--- config.mk ---
export PLATFORM = sky130hd
export DESIGN_NAME = inst_fetch
export DESIGN_NICKNAME = d
export VERILOG_FILES = /design/src/rtl/inst_fetch_pkg.sv /design/src/rtl/inst_fetch_next_pc_mux.sv /design/src/rtl/inst_fetch.sv
export SDC_FILE = /design/constraint.sdc
export NUM_CORES = 1
export LEC_CHECK = 0
export CAP_MARGIN = 30
export CORE_MARGIN = 10
export CORE_UTILIZATION = 43
export CTS_BUF_LIST = sky130_fd_sc_hd__clkbuf_2 sky130_fd_sc_hd__clkbuf_4 sky130_fd_sc_hd__clkbuf_8
export DETAILED_ROUTE_END_ITERATION = 10
export GPL_TIMING_DRIVEN = 0
export PLACE_DENSITY = 0.79
export SYNTH_ARGS = -nofsm -noshare
export SYNTH_HDL_FRONTEND = slang
export SYNTH_SLANG_ARGS = --single-unit
--- constraint.sdc ---
create_clock -name clk -period 3.1 [get_ports clk]
set_input_delay 0.62 -clock clk [delete_from_list [all_inputs] [get_ports clk]]
set_output_delay 0.62 -clock clk [all_outputs]
set_load 0.1 [all_outputs]
--- src/rtl/inst_fetch_pkg.sv ---
// rtl/inst_fetch_pkg.sv - shared word/address widths and instruction field constants
package inst_fetch_pkg;

    localparam int WORD_WIDTH     = 32;
    localparam int MEM_ADDR_WIDTH = 32;

    // Primary opcodes (inst[31:26]) and R-type funct codes (inst[5:0])
    localparam logic [5:0] OP_RTYPE  = 6'h00;
    localparam logic [5:0] OP_J      = 6'h02;
    localparam logic [5:0] OP_JAL    = 6'h03;
    localparam logic [5:0] OP_BEQ    = 6'h04;
    localparam logic [5:0] FUNCT_JR  = 6'h08;
    localparam logic [5:0] FUNCT_ADD = 6'h20;

    localparam logic [WORD_WIDTH-1:0] NOP_WORD = '0;

    // Branch displacement: sign-extended word offset converted to a byte offset
    function automatic logic [MEM_ADDR_WIDTH-1:0] branch_offset(input logic [15:0] imm);
        return {{(MEM_ADDR_WIDTH-18){imm[15]}}, imm, 2'b00};
    endfunction

endpackage

--- src/rtl/inst_fetch_next_pc_mux.sv ---
// rtl/inst_fetch_next_pc_mux.sv - next-PC target select and jr alignment check
module inst_fetch_next_pc_mux
    import inst_fetch_pkg::*;
#(
    parameter int ADDR_WIDTH = MEM_ADDR_WIDTH
) (
    input  logic [ADDR_WIDTH-1:0] pc_plus4,
    input  logic [25:0]           inst_index,
    input  logic                  pc_src,
    input  logic                  jump,
    input  logic                  jr,
    input  logic [ADDR_WIDTH-1:0] rs_data,
    output logic [ADDR_WIDTH-1:0] next_pc,
    output logic                  jr_misaligned
);

    // Priority jr > jump > taken branch > sequential; jr target is forced word aligned
    always_comb begin
        next_pc = pc_plus4;
        if (jr) begin
            next_pc = {rs_data[ADDR_WIDTH-1:2], 2'b00};
        end else if (jump) begin
            next_pc = {pc_plus4[ADDR_WIDTH-1:ADDR_WIDTH-4], inst_index, 2'b00};
        end else if (pc_src) begin
            next_pc = pc_plus4 + branch_offset(inst_index[15:0]);
        end
    end

    // Misalignment only matters when jr is actually selecting the target
    always_comb begin
        jr_misaligned = jr && (rs_data[1:0] != 2'b00);
    end

endmodule

--- src/rtl/inst_fetch.sv ---
// rtl/inst_fetch.sv - PC holder and req/ack instruction fetch FSM
module inst_fetch
    import inst_fetch_pkg::*;
#(
    parameter logic [31:0] RESET_PC   = 32'h0000_0000,
    parameter int          ADDR_WIDTH = MEM_ADDR_WIDTH
) (
    input  logic                  clk,
    input  logic                  nrst,
    output logic                  imem_req,
    output logic [ADDR_WIDTH-1:0] imem_addr,
    input  logic                  imem_ack,
    input  logic [WORD_WIDTH-1:0] imem_rdata,
    output logic [WORD_WIDTH-1:0] inst,
    output logic                  inst_valid,
    input  logic                  stall,
    input  logic                  pc_src,
    input  logic                  jump,
    input  logic                  jr,
    input  logic [ADDR_WIDTH-1:0] rs_data,
    output logic [ADDR_WIDTH-1:0] pc,
    output logic [ADDR_WIDTH-1:0] pc_plus4,
    output logic                  fetch_err
);

    typedef enum logic [1:0] {
        S_IDLE  = 2'd0,
        S_FETCH = 2'd1,
        S_WAIT  = 2'd2,
        S_EXEC  = 2'd3
    } state_t;

    state_t                  state;
    logic [ADDR_WIDTH-1:0]   pc_q;
    logic [WORD_WIDTH-1:0]   inst_q;
    logic                    req_q;
    logic                    valid_q;
    logic                    fetch_err_q;
    logic [ADDR_WIDTH-1:0]   next_pc;
    logic                    jr_misaligned;

    // Incrementer is free-running so the jal link value is available in every state
    always_comb begin
        pc_plus4 = pc_q + ADDR_WIDTH'(4);
    end

    inst_fetch_next_pc_mux #(
        .ADDR_WIDTH (ADDR_WIDTH)
    ) u_next_pc_mux (
        .pc_plus4      (pc_plus4),
        .inst_index    (inst_q[25:0]),
        .pc_src        (pc_src),
        .jump          (jump),
        .jr            (jr),
        .rs_data       (rs_data),
        .next_pc       (next_pc),
        .jr_misaligned (jr_misaligned)
    );

    // Fetch FSM; req/valid are registered alongside state so reset clears them at once
    always_ff @(posedge clk or negedge nrst) begin
        if (!nrst) begin
            state       <= S_IDLE;
            pc_q        <= RESET_PC[ADDR_WIDTH-1:0];
            inst_q      <= NOP_WORD;
            req_q       <= 1'b0;
            valid_q     <= 1'b0;
            fetch_err_q <= 1'b0;
        end else begin
            case (state)
                S_IDLE: begin
                    state <= S_FETCH;
                    req_q <= 1'b1;
                end
                S_FETCH, S_WAIT: begin
                    if (imem_ack) begin
                        inst_q  <= imem_rdata;
                        state   <= S_EXEC;
                        req_q   <= 1'b0;
                        valid_q <= 1'b1;
                    end else begin
                        state <= S_WAIT;
                    end
                end
                S_EXEC: begin
                    // Control inputs are only honoured on the cycle execute retires
                    if (!stall) begin
                        pc_q    <= next_pc;
                        state   <= S_FETCH;
                        req_q   <= 1'b1;
                        valid_q <= 1'b0;
                        if (jr_misaligned) begin
                            fetch_err_q <= 1'b1;
                        end
                    end
                end
                default: begin
                    state   <= S_IDLE;
                    req_q   <= 1'b0;
                    valid_q <= 1'b0;
                end
            endcase
        end
    end

    // Decoder sees a NOP whenever no instruction is being executed
    always_comb begin
        imem_req   = req_q;
        imem_addr  = pc_q;
        pc         = pc_q;
        inst_valid = valid_q;
        inst       = valid_q ? inst_q : NOP_WORD;
        fetch_err  = fetch_err_q;
    end

endmodule

# Word level (Yosys, flattened, before mapping)
# Index checks and enable logic that the tools add are counted.
# totals
mem_count,0
inputBits,71
elab_cells,37
latchBits,0
romBits,0
output_inout_bits,131
ramBits,0
reg_bits,69
# op_classes
n_reduce_logical,10
eq_ne,5
mul,0
magnitude_cmp,0
shifts,0
n_addsub,2
muxes,13
bitwise_logic,1
n_div,0
# ops
cell,n
2-to-1 mux 32 bit,4
"adder 32 x 3 -> 32 bit, second input constant",1
adder 32 bit,1
one-hot mux 2 bit (3 select lines),1
AND reduction 2 bit,3
AND reduction 3 bit,2
2-to-1 mux 1 bit,5
"equality test 2 bit, second input constant",2
"inequality test 2 bit, second input constant",2
nonzero test 2 bit,2
one-hot mux 1 bit (3 select lines),1
"equality test 2 x 1 -> 1 bit, second input constant",1
zero test 2 bit,1
2-to-1 mux 2 bit,1
one-hot mux 1 bit (2 select lines),1
OR reduction 2 bit,1
logical AND 1 bit,1
NOT 1 bit,1

# Longest topological paths before layout
# Gate-level depths: netlist of the first run.
# depth
depth_word,5
mapped_depth,15
ltp_nobuf,15

# By module
# A second synthesis of the first run with hierarchy kept.
# hier_totals
cells_unflattened,683
hier_area_um2,5987.0
# modules_own_cells
module,instances,cells_each,area_per_inst_um2
inst_fetch,1,307,3578.4
inst_fetch_next_pc_mux,1,376,2408.6

# Least setup slack after synthesis of the first run
# OpenSTA, ideal clock, no wires.
# synth_path
path_type,flip-flop to flip-flop
start,register pc_q[2] (netlist: imem_addr[2])
end,register pc_q[29] (netlist: imem_addr[29])
period_less_slack_ns,5.782
arrival_time_ns,5.660
n_path_buf,0
path_stages_with_launch,16
slack_ns,-2.682
setup_time_ns,0.123
cell_sequence,dfrtp_1 ha_1 inv_1 nor3_2 nand4_1 xnor2_1 ha_1 a211oi_1 o21ai_0 nand3_1 o21ai_0 o31ai_1 a21oi_1 a211oi_1 mux2i_1 nand2_1
# synth_between
elab_chain_len,5
# synth_rtl
item,line_no,rtl
start: declaration,inst_fetch.sv:34,logic [ADDR_WIDTH-1:0] pc_q;
start signal: assignment,inst_fetch.sv:64,pc_q <= RESET_PC[ADDR_WIDTH-1:0];
start signal: assignment,inst_fetch.sv:88,pc_q <= next_pc;
adder 32 x 3 -> 32 bit,inst_fetch.sv:44,pc_plus4 = pc_q + ADDR_WIDTH'(4);
net pc_plus4[14],inst_fetch.sv:22,"output logic [ADDR_WIDTH-1:0] pc_plus4,"
adder 32 bit,inst_fetch_next_pc_mux.sv:25,next_pc = pc_plus4 + branch_offset(inst_index[15:0]);
2-to-1 mux 32 bit,inst_fetch_next_pc_mux.sv:24,end else if (pc_src) begin
2-to-1 mux 32 bit,inst_fetch_next_pc_mux.sv:22,end else if (jump) begin
2-to-1 mux 32 bit,inst_fetch_next_pc_mux.sv:20,if (jr) begin
# The timed path passes the listed nets, and every way through them passes these cells.
# A chain may end at the register's enable or synchronous reset.

# Worst setup path after layout of the first run
# layout_path
start,register pc_q[9] (netlist: imem_addr[9])
end,register pc_q[25] (netlist: imem_addr[25])
# layout_between
elab_chain_len,5
# layout_rtl
item,line_no
adder 32 x 3 -> 32 bit *,inst_fetch.sv:44
adder 32 bit,inst_fetch_next_pc_mux.sv:25
2-to-1 mux 32 bit *,inst_fetch_next_pc_mux.sv:24
2-to-1 mux 32 bit *,inst_fetch_next_pc_mux.sv:22
2-to-1 mux 32 bit *,inst_fetch_next_pc_mux.sv:20
# Mark *: on every way between the ends. The rest lies on a longest branch, timed or not.

==> metrics.md, run 1 <==
| Metric | Value |
|---|---|
| Die area | `roughly 0.019 mm2` |
| H-tree depth | `3` |
| Async set-reset flop share out of synthesis | `100%` |
| RSZ-0062 raised after global routing | `true` |
| Initial antenna violation count | `0` |
| Vias per inst | `5.87` |
| Antenna Violating Nets Remaining | `0` |
| Routed len/inst | `22.7 um` |
| Largest net degree at the start of global routing | `68` |
| Synth Warn # | `0` |
| Worst skew pair latency | `0.37 ns` |
| Synth cell types | `between 60 and 70` |
| Fin crit share | `114%` |
| CTS Buf Count | `9` |
| Post-synthesis sequential area ratio | `28.1%` |
| GRT Util Overall | `~27%` |
| Clock Tree Buf Depth | `2` |
| DRC errors left | `0` |
| WL final | `26600 um` |
| Post-synthesis register bit count | `67` |
| Area delta synth->final | `72.2%` |
| N_diodes | `0` |
| Req. time, crit path | `around 3.3 ns` |
| Core area | `roughly 0.013 mm2` |
| Worst setup EP type | `register` |
| Final core occ | `between 70% and 80%` |
| Mapped Cells | `703` |
| Final Max Tran Viols | `0` |
| Vias post-DR | `between 6000 and 7000` |
| Slew @ Worst Pin | `between 1 and 1.5 ns` |
| Height of the chip | `138 um` |
| Placed Instances | `1078` |
| CTS tree | `yes` |
| TritonCTS Sinks | `67` |
| Arrival @ worst endpoint | `between 3 and 4 ns` |
| Fmax | `about 0.28 GHz` |
| Row count | `between 40 and 50` |
| Final setup vio count | `18` |
| Port Buffer Count | `193` |
| Max Cap Viol | `0` |
| CP max FO | `4` |
| Worst slack, placed | `-0.886 ns` |
| Total grt overflow | `0` |
| Cell Area, Synth | `between 0.005 and 0.006 mm2` |
| CP Launch Type | `register` |
| Post-synth EDFFs | `0` |
| Critical setup path kind | `register to register` |
| Clk slew on worst S/H paths | `about 0.090 ns` |
| Top Ports | `between 200 and 250` |
| Worst Skew | `roughly 0.018 ns` |
| Vias in the first global route | `6961` |
| CTS root buffer | `clkbuf_8` |
| Minimum clock period | `between 3 and 4 ns` |
| Prevailing post-synth register cell | `dfrtp_1` |
| Routability cong. | `0.896` |
| Avg Cell Area, Syn | `between 8 and 9 um2` |
| Die Wd | `between 100 and 150 um` |
| Final worst-path setup slack | `-0.428 ns` |
| Pre-antenna DRT Iters | `6` |
| Slew margin rel. | `about a third` |
| Hold Violations, Final | `0` |
| Layout cell share with drive strength beyond 1 | `a little over a third` |
| Failing checks | `setup timing` |
| Layout net count | `approximately 1100` |
| Post-route setup TNS | `-3.58 ns` |
| Detailed Place HPWL | `about 20000 um` |
| DR iter-0 viols | `595` |
| Status | `finished, violations left` |
| HP Class | `input pin to async pin` |
| First-pass GRT wire length | `around 39000 um` |
| Initial core utilization | `about 45%` |
| Final Non-Filler Cells | `1174` |
| Post-CTS Hold Fix Bufs | `0` |
-- layer usage --
| layer | part of all wire (%) | GRT usage, % | vias to the layer above |
|---|---|---|---|
| met5 | 0 | 0 | - |
| met3 | 8.8 | 6.45 | 56 |
| met2 | 50 | 45.7 | 385 |
| li1 | - | - | 3101 |
| met4 | 2.3 | 8.46 | 0 |
| met1 | 39 | 32.5 | 3347 |
-- cell usage in the layout, fill, tap and decap left out, types with 11 or more instances in the layout --
cell type,n
a21oi_2,13
ha_4,15
dlygate4sd2_1,22
o21ai_1,16
nand2_1,50
nor2_1,46
a21o_1,16
nand4_1,13
clkbuf_1,22
xnor2_4,18
and2_1,35
a21oi_1,35
xor2_1,12
xnor2_1,11
dfrtp_4,20
clkdlybuf4s50_1,134
clkbuf_2,11
mux2_2,33
ha_1,21
buf_6,13
o21ai_0,28
nand3_1,14
dfrtp_1,42
buf_4,110
-- Yosys cell counts (21+ instances only) --
| library cell | instances | area, um2 |
|---|---|---|
| dfrtp_1 | 67 | 1680 |
| nand2_1 | 56 | 210 |
| a21oi_1 | 51 | 255 |
| nor2_1 | 51 | 191 |
| o21ai_0 | 48 | 240 |
| ha_1 | 37 | 463 |
| and2_1 | 36 | 225 |
| buf_4 | 36 | 270 |
| mux2_2 | 33 | 372 |
| xnor2_1 | 31 | 272 |
| nand3_1 | 24 | 120 |
| clkbuf_1 | 23 | 86.3 |
| xor2_1 | 21 | 184 |
-- critical path, cell delays in order (launching register included) --
cell and delay, ns:
dfrtp_4 0.43, nand4_4 0.16, nor3_4 0.26, buf_6 0.16, nand4_1 0.21, xnor2_4 0.28
ha_4 0.25, a211oi_2 0.29, o21ai_2 0.12, nand3_2 0.13, o21ai_4 0.07, o31ai_4 0.20
a21oi_2 0.12, a31oi_1 0.22, xor2_1 0.38, o41ai_2 0.10
-- repair_timing --
| item | CTS | global route |
|---|---|---|
| endpoints found under the setup margin | 77 | 49 |
| resized for setup | 182 | 112 |
| pin swaps | 43 | 53 |
| endpoints found under the hold margin | 0 | 0 |
| setup buffers | 54 | 27 |
-- worst paths after layout --
kind,endpoint,startpoint,cells after the start,slack (ns)
min in group clk,inst_q[31],inst_q[31],1,0.50
max reg2reg,imem_addr[25],imem_addr[9],15,-0.43
min,inst_q[23],nrst,1,0.38
max,imem_addr[25],imem_addr[9],15,-0.43
min reg2reg,inst_q[31],inst_q[31],1,0.50
max in group asynchronous,imem_addr[11],nrst,1,2.05
-- registers in the layout, summed over array words and instances (netlist names) --
register / count
imem_addr: 30
imem_req: 1
inst_valid: 1
state: 2
inst_q: 32
fetch_err: 1
-- logic make-up after synthesis --
logic type,count (synthesis),synth area share [%]
AO/OA/AOI/OAI,196,20.9
XOR/XNOR,52,7.63
adder cells (fa/ha/maj),38,8.10
buffers and inverters,79,7.26
flip-flops,67,28.1
multiplexers,40,7.40
other,1,0.0629
AND/OR/NAND/NOR,230,20.6
-- metrics by stage --
stage / hold WS [ns] / area, um2
after floorplan: 0.324 / 6800
after global placement: 0.461 / 8950
after detailed placement: 0.482 / 8980
after CTS: 0.408 / 9800
after global routing: 0.435 / 10300
final: 0.384 / 10300
-- cell type report --
class | count | area (um2)
Inverter | 12 | 45.0
Clock inverter | 6 | 87.6
Buffer | 67 | 403
Fill cell | 955 | 3130
Tap cell | 176 | 220
Clock buffer | 10 | 138
Multi-Input combinational cell | 562 | 5090
Sequential cell | 67 | 1760
Timing Repair Buffer | 274 | 2530
Power of run 1 is left out: the tool's default activity adds up to more than one toggle a clock period on the data nets, which glitch-free logic cannot reach.
==> run 2: changes to the inputs <==
SYNTH_HIERARCHICAL = 1   (was unset)
==> run 2 against run 1 <==
Against the previous run: synthesized cell count is 2.8% lower; critical path type unchanged; setup slack got worse by 0.49 ns; clock-buffer cell count unchanged; highest routed layer unchanged; the flow still finishes with violations (setup timing); wire length increased by 5.6%; register-to-register slack got worse by 0.49 ns; critical path depth is 2 higher; sequential share of layout area increased by 0.13 points; non-clock buffer count up 15; utilization decreased by 0.85 points; via count grew 3.9%.
==> metrics.md, run 2 <==
| Metric | Value |
|---|---|
| Area delta synth->final | `74.4%` |
| Worst slack, placed | `-1.22 ns` |
| WL final | `28100 um` |
| RR Endpoint | `imem_addr[28]` |
| Worst setup EP type | `register` |
| Routed len/inst | `about 24 um` |
| Post-synthesis sequential area ratio | `28.8%` |
| Cell Area, Synth | `between 0.005 and 0.006 mm2` |
| Avg Cell Area, Syn | `8.77 um2` |
| Critical R2R Launch | `imem_addr[13]` |
| Status | `finished, violations left` |
| Antenna Violating Nets Remaining | `0` |
| CTS Buf Count | `9` |
| Top Ports | `between 200 and 250` |
| Post-Syn Nets | `786` |
| Initial core utilization | `between 40% and 50%` |
| Commonest non-fill, non-tap cell in the layout | `clkdlybuf4s50_1` |
| GRT Util Overall | `approximately 26%` |
| Core area | `0.0138 mm2` |
| Die area | `approximately 0.019 mm2` |
| Layout net count | `1090` |
| Top post-synthesis cells by area | `dfrtp_1, mux2_2, ha_1` |
| Post-synth EDFFs | `0` |
| CP Launch Type | `register` |
| Arrival @ worst endpoint | `roughly 4.3 ns` |
| Initial antenna violation count | `2` |
| CTS root buffer | `clkbuf_8` |
| Routability cong. | `about 0.93` |
| First-pass GRT wire length | `around 38000 um` |
| Row count | `43` |
| Critical setup path kind | `register to register` |
| Final setup vio count | `28` |
| Clock Tree Buf Depth | `2` |
| Hold slack | `~0.059 ns` |
| Register area | `roughly 0.0018 mm2` |
| Flop2flop setup slack | `-0.92 ns` |
| Largest net degree at the start of global routing | `62` |
| Most frequent cell after synthesis | `dfrtp_1` |
| FILL cells | `927` |
| H-tree depth | `3` |
| Final worst-path setup slack | `-0.919 ns` |
| Most frequent cells in the layout | `clkdlybuf4s50_1, buf_4, mux2_2` |
| Synth cell count leaders | `dfrtp_1, mux2_2, a21oi_1, nand2_1, nor2_1` |
| Clk slew on worst S/H paths | `about 0.10 ns` |
| Post-CTS Hold Fix Bufs | `0` |
| Mapped Cells | `between 600 and 700` |
| XOR/XNOR Fraction of Synth Area | `under 10%` |
| DR iter-0 viols | `roughly 1300` |
| Synth Area in Simple Gates | `a little under a fifth` |
| HP Class | `input pin to async pin` |
| Synth Warn # | `6` |
| Async set-reset flop share out of synthesis | `100%` |
| Failing checks | `setup timing` |
| Complex-gate fraction of the synthesized area | `~17%` |
| Vias per inst | `slightly above 6` |
| Fmax | `~0.25 GHz` |
| Worst skew pair latency | `0.40 ns` |
| Vias post-DR | `~7000` |
| Minimum clock period | `between 4 and 5 ns` |
| Mux cell area share after synthesis | `roughly 15%` |
| Yosys top cell area share | `28.8%` |
| Vias in the first global route | `~6700` |
| CP max FO | `6` |
| Detailed Place HPWL | `17600 um` |
| Synth cell types | `54` |
| Req. time, crit path | `3.39 ns` |
| Height of the chip | `roughly 140 um` |
| Max Cap Viol | `0` |
| Hold Violations, Final | `0` |
| DRC errors left | `0` |
| Reg2Reg Depth | `17` |
| Worst Skew | `0.0152 ns` |
| Prevailing post-synth register cell | `dfrtp_1` |
| Largest family of logic cells by synthesized area | `simple AND/OR/NAND/NOR gates` |
| Final Max Tran Viols | `0` |
| RSZ-0062 raised after global routing | `true` |
| Slew margin rel. | `between 30% and 40%` |
| Slew @ Worst Pin | `approximately 1 ns` |
| Synth area leader | `dfrtp_1` |
| Die Wd | `138 um` |
| Pre-antenna DRT Iters | `7` |
| TritonCTS Sinks | `between 60 and 70` |
| Post-Synth Adder-Cell Area | `slightly below 7%` |
| Port Buffer Count | `approximately 200` |
| Post-synthesis register bit count | `just under 70` |
| Total grt overflow | `0` |
| Fin crit share | `130%` |
| Layout cell share with drive strength beyond 1 | `around two fifths` |
| Multi-input gate area | `about 0.0050 mm2` |
| CTS tree | `yes` |
-- run 2: through the flow --
stage | util [%] | instances | TNS [ns] | area, um2
after floorplan | - | 683 | -23.92 | 6600
after global placement | 64.2 | 1064 | -121.71 | 8840
after detailed placement | 64.5 | 1066 | -25.24 | 8890
after CTS | 70.5 | 1133 | -7.47 | 9710
after global routing | 75.8 | 1174 | -13.74 | 10400
final | 75.8 | 1174 | -11.79 | 10400
-- run 2: worst max path at each step --
| stage | endpoint | cells after the start | from | slack [ns] |
|---|---|---|---|---|
| after floorplan | imem_addr[29] | 16 | imem_addr[3] | -1.39 |
| after global placement | imem_addr[5] | 1 | nrst | -1.78 |
| after detailed placement | imem_addr[29] | 14 | imem_addr[4] | -1.22 |
| after CTS | imem_addr[29] | 15 | imem_addr[2] | -0.71 |
| after global routing | imem_addr[28] | 17 | imem_addr[12] | -1.01 |
| final | imem_addr[28] | 17 | imem_addr[13] | -0.92 |
-- run 2: critical path, stage by stage, from the launching register on --
cell,delay (ns)
dfrtp_4,0.44
nand4_1,0.17
buf_4,0.19
nor2_4,0.16
buf_4,0.17
nand4_1,0.14
xnor2_2,0.27
ha_1,0.37
a21o_1,0.23
a21oi_1,0.20
o21bai_1,0.14
a21o_1,0.22
a21oi_1,0.19
o21ai_0,0.11
a31oi_2,0.26
xor2_1,0.18
o221ai_1,0.14
mux2_2,0.30
-- run 2: timing repair --
action                                  in CTS  in global routing
pin swaps                                   35                 50
gates resized for setup                    221                126
buffers inserted                            55                 44
endpoints found under the setup margin      80                 46
-- run 2: cells by family (layout without fill, tap and decap cells) --
family                   Yosys count  count (layout)
other                              0               2
AND/OR/NAND/NOR                  209             209
XOR/XNOR                          50              50
buffers and inverters             76             385
flip-flops                        69              69
multiplexers                      80              80
AO/OA/AOI/OAI                    167             167
adder cells (fa/ha/maj)           32              32
-- run 2: final cells by class --
type	count	share of cell area, %
multi-input combinational	538	48.3
tap	180	2.16
clock inverter	6	0.455
clock buffer	10	1.26
inverter	13	0.467
buffer	58	3.34
timing repair buffer	298	26.8
antenna	2	0.0479
sequential	69	17.2
-- run 2: metal layers --
| layer | vias up | wire (um) | global-route usage, % |
|---|---|---|---|
| met1 | 3366 | 9900 | 31.0 |
| met5 | - | 0 | 0 |
| met4 | 0 | 1340 | 8.34 |
| met3 | 151 | 3400 | 7.21 |
| met2 | 593 | 13500 | 42.7 |
| li1 | 3047 | - | - |
Power of run 2 is left out for the same reason.
